==> src/rtl/lock_pkg.sv <==
// Shared types and constants for the keypad passcode entry controller.
package lock_pkg;
    typedef enum logic [1:0] {ENTRY, SUBMIT, CHECK, LOCKOUT} state_e;

    localparam int         NUM_DIGITS = 4;
    localparam logic [3:0] DIGIT_MAX  = 4'd9;

    function automatic logic [3:0] digit_inc(input logic [3:0] d);
        return (d == DIGIT_MAX) ? 4'd0 : d + 4'd1;
    endfunction
endpackage

==> src/rtl/passcode_entry_btn_edge.sv <==
// Registers a debounced button level and flags its rising edge for one cycle.
module btn_edge (
    input  logic clk,
    input  logic rst_n,
    input  logic level_i,
    output logic rise_o
);
    logic level_q, prev_q;

    always_ff @(posedge clk or negedge rst_n) begin
        if (!rst_n) begin
            level_q <= 1'b0;
            prev_q  <= 1'b0;
        end else begin
            level_q <= level_i;
            prev_q  <= level_q;
        end
    end

    assign rise_o = level_q & ~prev_q;
endmodule

==> src/rtl/passcode_entry.sv <==
// Keypad digit-entry FSM: builds a 4-digit BCD code, strobes it to the
// password manager, counts failed checks and enforces a timed lockout.
module passcode_entry
    import lock_pkg::*;
#(
    parameter int          MAX_FAILS      = 3,
    parameter logic [31:0] LOCKOUT_CYCLES = 32'd125_000_000,
    parameter logic [31:0] IDLE_CYCLES    = 32'd1_250_000_000
) (
    input  logic                           clk,
    input  logic                           rst_n,
    input  logic                           btn_up,
    input  logic                           btn_next,
    input  logic                           btn_enter,
    input  logic                           match,
    input  logic                           change_mode,
    output logic [3:0]                     bcd0,
    output logic [3:0]                     bcd1,
    output logic [3:0]                     bcd2,
    output logic [3:0]                     bcd3,
    output logic                           btn_confirm_fullpass,
    output logic [1:0]                     cursor,
    output logic                           locked,
    output logic [$clog2(MAX_FAILS+1)-1:0] fail_count
);
    localparam int             FW         = $clog2(MAX_FAILS + 1);
    localparam logic [FW-1:0]  FAIL_LIMIT = FW'(MAX_FAILS);

    logic up_e, next_e, enter_e;

    btn_edge u_up    (.clk(clk), .rst_n(rst_n), .level_i(btn_up),    .rise_o(up_e));
    btn_edge u_next  (.clk(clk), .rst_n(rst_n), .level_i(btn_next),  .rise_o(next_e));
    btn_edge u_enter (.clk(clk), .rst_n(rst_n), .level_i(btn_enter), .rise_o(enter_e));

    state_e                          state_q, state_d;
    logic [NUM_DIGITS-1:0][3:0]      digit_q, digit_d;
    logic [1:0]                      cursor_q, cursor_d;
    logic [FW-1:0]                   fail_q, fail_d;
    logic [31:0]                     cnt_q, cnt_d;
    logic                            chg_q, chg_d;
    logic                            confirm_q, locked_q;

    // cnt_q is the idle timer in ENTRY and the lockout timer in LOCKOUT.
    always_comb begin
        state_d  = state_q;
        digit_d  = digit_q;
        cursor_d = cursor_q;
        fail_d   = fail_q;
        cnt_d    = cnt_q;
        chg_d    = chg_q;
        case (state_q)
            ENTRY: begin
                if (up_e || next_e || enter_e) begin
                    cnt_d = 32'd0;
                end else if (cnt_q == IDLE_CYCLES - 32'd1) begin
                    digit_d  = '0;
                    cursor_d = 2'd0;
                    cnt_d    = 32'd0;
                end else begin
                    cnt_d = cnt_q + 32'd1;
                end
                if (enter_e) begin
                    state_d = SUBMIT;
                    chg_d   = change_mode;
                end else if (next_e) begin
                    cursor_d = cursor_q + 2'd1;
                end else if (up_e) begin
                    digit_d[cursor_q] = digit_inc(digit_q[cursor_q]);
                end
            end
            SUBMIT: state_d = CHECK;
            CHECK: begin
                digit_d  = '0;
                cursor_d = 2'd0;
                cnt_d    = 32'd0;
                state_d  = ENTRY;
                // In change mode match reflects the old password, so skip accounting.
                if (!chg_q) begin
                    if (match) begin
                        fail_d = '0;
                    end else begin
                        fail_d = fail_q + FW'(1);
                        if (fail_d == FAIL_LIMIT) state_d = LOCKOUT;
                    end
                end
            end
            LOCKOUT: begin
                if (cnt_q == LOCKOUT_CYCLES - 32'd1) begin
                    cnt_d   = 32'd0;
                    fail_d  = '0;
                    state_d = ENTRY;
                end else begin
                    cnt_d = cnt_q + 32'd1;
                end
            end
            default: state_d = ENTRY;
        endcase
    end

    always_ff @(posedge clk or negedge rst_n) begin
        if (!rst_n) begin
            state_q   <= ENTRY;
            digit_q   <= '0;
            cursor_q  <= 2'd0;
            fail_q    <= '0;
            cnt_q     <= 32'd0;
            chg_q     <= 1'b0;
            confirm_q <= 1'b0;
            locked_q  <= 1'b0;
        end else begin
            state_q   <= state_d;
            digit_q   <= digit_d;
            cursor_q  <= cursor_d;
            fail_q    <= fail_d;
            cnt_q     <= cnt_d;
            chg_q     <= chg_d;
            confirm_q <= (state_d == SUBMIT);
            locked_q  <= (state_d == LOCKOUT);
        end
    end

    assign bcd0                 = digit_q[0];
    assign bcd1                 = digit_q[1];
    assign bcd2                 = digit_q[2];
    assign bcd3                 = digit_q[3];
    assign cursor               = cursor_q;
    assign fail_count           = fail_q;
    assign btn_confirm_fullpass = confirm_q;
    assign locked               = locked_q;
endmodule
==> config.mk <==
export PLATFORM = sky130hd
export DESIGN_NAME = passcode_entry
export DESIGN_NICKNAME = d
export VERILOG_FILES = /design/src/rtl/lock_pkg.sv /design/src/rtl/passcode_entry_btn_edge.sv /design/src/rtl/passcode_entry.sv
export SDC_FILE = /design/constraint.sdc
export NUM_CORES = 1
export LEC_CHECK = 0
export CAP_MARGIN = 30
export CORE_ASPECT_RATIO = 0.75
export CORE_MARGIN = 3
export CORE_UTILIZATION = 34
export DETAILED_ROUTE_END_ITERATION = 16
export PLACE_DENSITY = 0.51
export SLEW_MARGIN = 20
export SYNTH_ARGS = -nofsm -noshare
export SYNTH_HDL_FRONTEND = slang
export SYNTH_SLANG_ARGS = --single-unit
==> constraint.sdc <==
create_clock -name clk -period 3.2 [get_ports clk]
set_input_delay 0.64 -clock clk [delete_from_list [all_inputs] [get_ports clk]]
set_output_delay 0.64 -clock clk [all_outputs]
set_load 0.02 [all_outputs]
* Word-level counts from Yosys, hierarchy flattened
Index checks and enable logic that the tools add are counted.
** Operators by class
- $add $sub $neg :: 4
- $lt $le $gt $ge :: 2
- Equality and inequality tests :: 11
- Mux-type cells :: 32
- Bitwise gates (word level) :: 6
- Reductions and logical operators :: 9
** Operators with widths (number)
- 2-to-1 mux 16 bit :: 6
- 2-to-1 mux 32 bit :: 3
- case mux 32 bit (3 select lines) :: 1
- adder 32 x 1 -> 32 bit, second input constant :: 1
- == test 32 x 27 -> 1 bit, second input constant :: 1
- == test 32 x 31 -> 1 bit, second input constant :: 1
- case mux 16 bit (2 select lines) :: 1
- 2-to-1 mux 2 bit :: 12
- bitwise mux 16 bit :: 1
- 2-to-1 mux 4 bit :: 3
- binary-select mux 4 bit (select 2 bit) :: 1
- demux 4 bit (select 2 bit) :: 1
- == test 2 bit, second input constant :: 4
- case mux 2 bit (2 select lines) :: 2
- case mux 2 bit (4 select lines) :: 1
- adder 2 x 1 -> 2 bit, second input constant :: 2
- adder 4 x 1 -> 4 bit, second input constant :: 1
- == test 2 x 1 -> 1 bit, second input constant :: 2
- == test 4 bit, second input constant :: 1
- inequality test 2 bit, second input constant :: 2
- nonzero test 2 bit :: 2
- AND 1 bit :: 3
- less-than comparator 2 x 3 -> 1 bit, second input constant :: 1
- NOT 1 bit :: 3
- 7 further kinds :: 8
** Word-level totals
- Bits in registers :: 63
- Input port bits :: 7
- Output and inout port bits :: 22
- Word-level logic and storage cells :: 81

* Logic depth before layout (Yosys ltp)
- Depth in word-level cells :: 11
- Depth in mapped cells :: 8
- Gate-level depth less buffers :: 7

* By module
A second synthesis with hierarchy kept.
** Second synthesis, totals
- Cell total of the unflattened synthesis :: 330
- Area, all modules :: 3435.8 um^2
** By module, submodules not included
- passcode_entry :: times used 1, cells an instance 321, area each 3244.4 um^2, seq. area each 1426.4 um^2
- btn_edge :: times used 3, cells an instance 3, area each 63.8 um^2, seq. area each 50.0 um^2

* Worst setup path after synthesis
No wires, ideal clock.
- Kind :: reg2reg
- From :: register cursor_q[0] (netlist: cursor[0])
- To :: register digit_q, in the netlist bcd0[3]
- Setup time :: 0.121 ns
- Data arrival time :: 1.931 ns
- Data required time :: 3.079 ns
- Setup slack :: 1.148 ns
- Stages on the path, launching flop included :: 8
- Buffers on the path :: 1
- Clock period less this slack :: 2.052 ns
- Cell sequence :: dfrtp_1 > buf_2 > mux4_2 > inv_1 > ha_1 > nor2_1 > a32o_1 > a22o_1
** Between the ends
- Longest elaborated chain between the ends :: 9
- Elaborated cells on any way between the ends :: 15
- Classes of those cells :: add/sub: 1; order compare: 2; eq/ne: 1; mux: 10; reduce/logical: 1
** RTL lines
- start, declared :: RTL line passcode_entry.sv:37 : logic [1:0] cursor_q, cursor_d;
- start signal, assigned :: RTL line passcode_entry.sv:113 : cursor_q <= cursor_d;
- binary-select mux 4 bit (select 2 bit), or another cell as far along :: RTL line passcode_entry.sv:68 : digit_d[cursor_q] = digit_inc(digit_q[cursor_q]);
- 2-to-1 mux 4 bit (implied by the code) or logical AND 1 bit (tied branches) :: RTL line passcode_entry.sv:68
- adder 4 x 1 -> 4 bit, or another cell as far along :: RTL line lock_pkg.sv:9 : return (d == DIGIT_MAX) ? 4'd0 : d + 4'd1;
- 2-to-1 mux 4 bit or demux 4 bit (select 2 bit) (tied branches) :: RTL line lock_pkg.sv:9, passcode_entry.sv:68
- bitwise mux 16 bit * :: RTL line passcode_entry.sv:68
- 2-to-1 mux 16 bit * :: RTL line passcode_entry.sv:67 : end else if (up_e) begin
- 2-to-1 mux 16 bit * :: RTL line passcode_entry.sv:65 : end else if (next_e) begin
- 2-to-1 mux 16 bit * :: RTL line passcode_entry.sv:62 : if (enter_e) begin
- case mux 16 bit (2 select lines) * :: RTL line passcode_entry.sv:51 : case (state_q)
- end signal, assigned :: RTL line passcode_entry.sv:112 : digit_q <= digit_d;
- end, declared :: RTL line passcode_entry.sv:36 : logic [NUM_DIGITS-1:0][3:0] digit_q, digit_d;
Mark *: on every way between the ends. The rest lies on a longest branch, timed or not. The select of a mux whose other input is x is not followed.
A chain may end at the register's enable or synchronous reset.

* Worst setup path in the final report
- From :: register cnt_q[0]
- To :: register cnt_q[28]
** Between the ends
- Longest elaborated chain between the ends :: 4
- Elaborated cells on any way between the ends :: 7
- Classes of those cells :: add/sub: 1; eq/ne: 2; mux: 4
** RTL lines
- start, declared :: RTL line passcode_entry.sv:39 : logic [31:0] cnt_q, cnt_d;
- start signal, assigned :: RTL line passcode_entry.sv:115 : cnt_q <= cnt_d;
- adder 32 x 1 -> 32 bit or == test 32 x 31 -> 1 bit (tied branches) :: RTL line passcode_entry.sv:60, passcode_entry.sv:93, passcode_entry.sv:55
- 2-to-1 mux 32 bit :: RTL line passcode_entry.sv:55 : end else if (cnt_q == IDLE_CYCLES - 32'd1) begin
- 2-to-1 mux 32 bit :: RTL line passcode_entry.sv:53 : if (up_e || next_e || enter_e) begin
- case mux 32 bit (3 select lines) * :: RTL line passcode_entry.sv:51
Mark *: on every way between the ends. The rest lies on a longest branch, timed or not.

==> impl_metrics.env <==
export IMPL_fill_cells=916
export IMPL_power_ir_vdd_worst_mv=0.2841
export IMPL_number_of_global_route_vias_before_repair=2480
export IMPL_start_kind="flop"
export IMPL_syn_to_final_growth_pct=20.39
export IMPL_mappedNetlistArea_um2=3368
export IMPL_achievable_frequency_mhz=408.7
export IMPL_netlist_cell_type_count=57
export IMPL_average_size_of_a_mapped_cell_um2=9.995
export IMPL_synth_seq_cells=63
export IMPL_postSynth_topFlopCell="sky130_fd_sc_hd__dfrtp_1"
export IMPL_ys_seq_area_share_pct=46.81
export IMPL_cp_required_ns=3.37
export IMPL_timing_max_transition_violations_final=0
export IMPL_clock_sinks=63
export IMPL_count_of_nets_after_finishing=382
export IMPL_post_cts_setup_buffer_count=0
export IMPL_hold_fix_buffers_cts=0
export IMPL_top_level_ports=29
export IMPL_post_route_cells_drive_above_1_share_pct=9.677
export IMPL_number_of_instances_in_the_synthesized_netlist=337
export IMPL_power_per_cell_area_nw_per_um2=440.7
export IMPL_final_cell_count_no_fill=500
export IMPL_async_flop_share_pct=100.0
export IMPL_post_route_period_util_pct=76.45
export IMPL_synth_yosys_warnings=0
export IMPL_worstSkewPairLatency_ns=0.33
export IMPL_relSlewSlack_pct=54.02
export IMPL_grt_total_usage_pct=15.93
export IMPL_timing_hold_violations_final=0
export IMPL_worst_r2r_end="cnt_q[28]$_DFFE_PN0P_"
export IMPL_setup_violations_final=0
export IMPL_starting_utilization_of_the_core_area_pct=36.04
export IMPL_p_leak_nw=1.714
export IMPL_n_antenna_cell=0
export IMPL_min_period_ns=2.447
export IMPL_timing_worst_slew_pin_value_ns=0.6897
export IMPL_multi_input_gate_area_um2=1683
export IMPL_final_setup_skew_ns=0.007289
export IMPL_syn_num_nets=352
export IMPL_die_width_um=120.9
export IMPL_grt_start_max_net_pins=35
export IMPL_outcome="complete, no violations"
export IMPL_global_placer_s_final_weighted_congestion=0.8140
export IMPL_clk_transition_reported_paths_ns=0.05
export IMPL_critical_path_max_fanout=19
export IMPL_global_route_wire_length_before_repair_mm=13.90
export IMPL_sum_of_net_half_perimeters_after_detailed_placement_mm=6.025
export IMPL_routed_wirelength_mm=8.088
export IMPL_timing_reg2reg_setup_slack_ns=0.75
export IMPL_postCtsResizedCells=0
export IMPL_min_delay_path_class="in2async"
export IMPL_placed_cells_incl_taps=484
export IMPL_clock_buffer_count_from_cts=9
export IMPL_drt_antenna_violating_nets=0
export IMPL_io_buffers=28
export IMPL_post_route_drc_count=0
export IMPL_reg2reg_from="cnt_q[0]$_DFFE_PN0P_"
export IMPL_setup_worst_path_class="reg2reg"
export IMPL_fp_dieArea_um2=11150
export IMPL_viasPerCell=5.310
export IMPL_dr_first_iter_drc_count=242
export IMPL_critical_path_arrival_ns=2.62
export IMPL_cts_max_level=3
export IMPL_antenna_found_initial=0
export IMPL_cts_path_max_buffers=2
export IMPL_fin_tns_setup_ns=0
export IMPL_drt_first_pass_iters=5
export IMPL_vias=2655
export IMPL_crit_path_end_kind="flop"
export IMPL_final_seq_area_um2=1577
export IMPL_std_cell_rows=30
export IMPL_synth_enable_flop_cells=0
export IMPL_dieHeight_um=92.20
export IMPL_cts_tree="done"
export IMPL_clock_tree_root_cell="sky130_fd_sc_hd__clkbuf_16"
export IMPL_final_core_util_pct=43.39
export IMPL_depth_of_the_worst_register_to_register_path=8
export IMPL_rsz0062_at_grt="false"
export IMPL_maxCapViolations=0
export IMPL_gr_total_overflow=0
export IMPL_post_drt_wl_per_cell_um=16.18
export IMPL_core_region_area_um2=9346
cells in the mapped netlist (all sizes together) (6+ instances only):
cell type   n  share of area [%]
o21ai      11                1.6
nor3        7                1.0
buf         6                1.3
xor2       13                3.4
a22o       16                4.2
nor2       46                5.4
ha          8                3.0
nand3      20                3.1
nand2      37                4.1
nand4      11                2.0
a31oi       6                1.1
clkbuf      7                1.1
nor4        8                1.9
inv         6               0.67
dfrtp      63                 47
xnor2      10                2.6
cells by family after synthesis:
family | count (synthesis) | share of synthesized area [%]
mux | 6 | 3.678
buf+inv | 20 | 3.231
compound gates | 53 | 11.66
fa+ha+maj | 8 | 2.972
flops | 63 | 46.81
xor+xnor | 23 | 5.981
simple gates | 164 | 25.67
worst max-delay path by stage:
stage	endpoint	from	slack (ns)	cells past startpoint
2_1_floorplan	bcd0[3]$_DFFE_PN0P_	cursor[0]$_DFFE_PN0P_	1.15	7
4_1_cts	cnt_q[28]$_DFFE_PN0P_	cnt_q[0]$_DFFE_PN0P_	0.73	8
5_1_grt	cnt_q[28]$_DFFE_PN0P_	cnt_q[0]$_DFFE_PN0P_	0.52	8
3_5_place_dp	cnt_q[28]$_DFFE_PN0P_	cnt_q[0]$_DFFE_PN0P_	0.74	8
3_3_place_gp	cnt_q[28]$_DFFE_PN0P_	cnt_q[0]$_DFFE_PN0P_	0.81	8
6_report	cnt_q[28]$_DFFE_PN0P_	cnt_q[0]$_DFFE_PN0P_	0.75	8
critical path, stage by stage (launching register included):
cell                       delay [ns]
sky130_fd_sc_hd__dfrtp_1         0.39
sky130_fd_sc_hd__ha_1            0.25
sky130_fd_sc_hd__nor4bb_1        0.30
sky130_fd_sc_hd__nand4_1         0.23
sky130_fd_sc_hd__o31ai_4         0.41
sky130_fd_sc_hd__mux2i_4         0.19
sky130_fd_sc_hd__nor2_4          0.17
sky130_fd_sc_hd__buf_4           0.27
sky130_fd_sc_hd__a311oi_1        0.07
layout by cell type, fill, tap and decap left out, types with 8 or more instances in the layout:
| cell type | netlist | layout |
|---|---|---|
| sky130_fd_sc_hd__clkbuf_16 | 0 | 9 |
| sky130_fd_sc_hd__xor2_1 | 13 | 13 |
| sky130_fd_sc_hd__clkdlybuf4s50_1 | 0 | 27 |
| sky130_fd_sc_hd__o21ai_0 | 10 | 10 |
| sky130_fd_sc_hd__nor2_1 | 44 | 44 |
| sky130_fd_sc_hd__a22o_1 | 16 | 16 |
| sky130_fd_sc_hd__dfrtp_1 | 63 | 63 |
| sky130_fd_sc_hd__ha_1 | 8 | 8 |
| sky130_fd_sc_hd__nand4_1 | 11 | 11 |
| sky130_fd_sc_hd__nand2_1 | 37 | 37 |
| sky130_fd_sc_hd__xnor2_1 | 10 | 10 |
| sky130_fd_sc_hd__nand3_1 | 19 | 19 |
registers in the layout, summed over array words and instances, names as in the netlist:
signal,flops
fail_count,2
u_up.level_q,1
bcd1,4
cnt_q,32
chg_q,1
bcd2,4
cursor,2
u_next.level_q,1
bcd3,4
u_enter.prev_q,1
u_up.prev_q,1
u_enter.level_q,1
btn_confirm_fullpass,1
state_q,2
u_next.prev_q,1
bcd0,4
locked,1
power breakdown:
part	internal (W)	switching (W)	leakage, nW
Clock	0.000619	0.000331	0.146
Sequential	0.000802	0.00000128	0.826
Combinational	0.0000115	0.0000231	0.742
routing by layer:
| metal | track usage (%) | wire [µm] |
|---|---|---|
| met5 | 0 | 0 |
| met4 | 4.245 | 97 |
| met3 | 4.439 | 474 |
| met2 | 18.86 | 3048 |
| met1 | 26.79 | 4468 |
stage by stage:
step / area (µm²) / setup slack (ns) / hold WS [ns] / total power (W)
2_1_floorplan: 3368 / 1.148 / 0.3444 / 0.0008240
3_3_place_gp: 3764 / 0.8145 / 0.3653 / 0.0008530
3_5_place_dp: 3764 / 0.7440 / 0.3710 / 0.0008531
4_1_cts: 4055 / 0.7290 / 0.3755 / 0.001818
5_1_grt: 4055 / 0.5158 / 0.3965 / 0.001855
6_report: 4055 / 0.7534 / 0.3511 / 0.001787
final cells by class:
class | instances | share of cell area [%]
Clock inverter | 4 | 1.111
Timing Repair Buffer | 32 | 7.837
Tap cell | 128 | 3.949
Clock buffer | 12 | 6.078
Multi-Input combinational cell | 254 | 41.50
Sequential cell | 63 | 38.88
Inverter | 7 | 0.6479
Note: power is estimated with default switching activity, not from simulation.
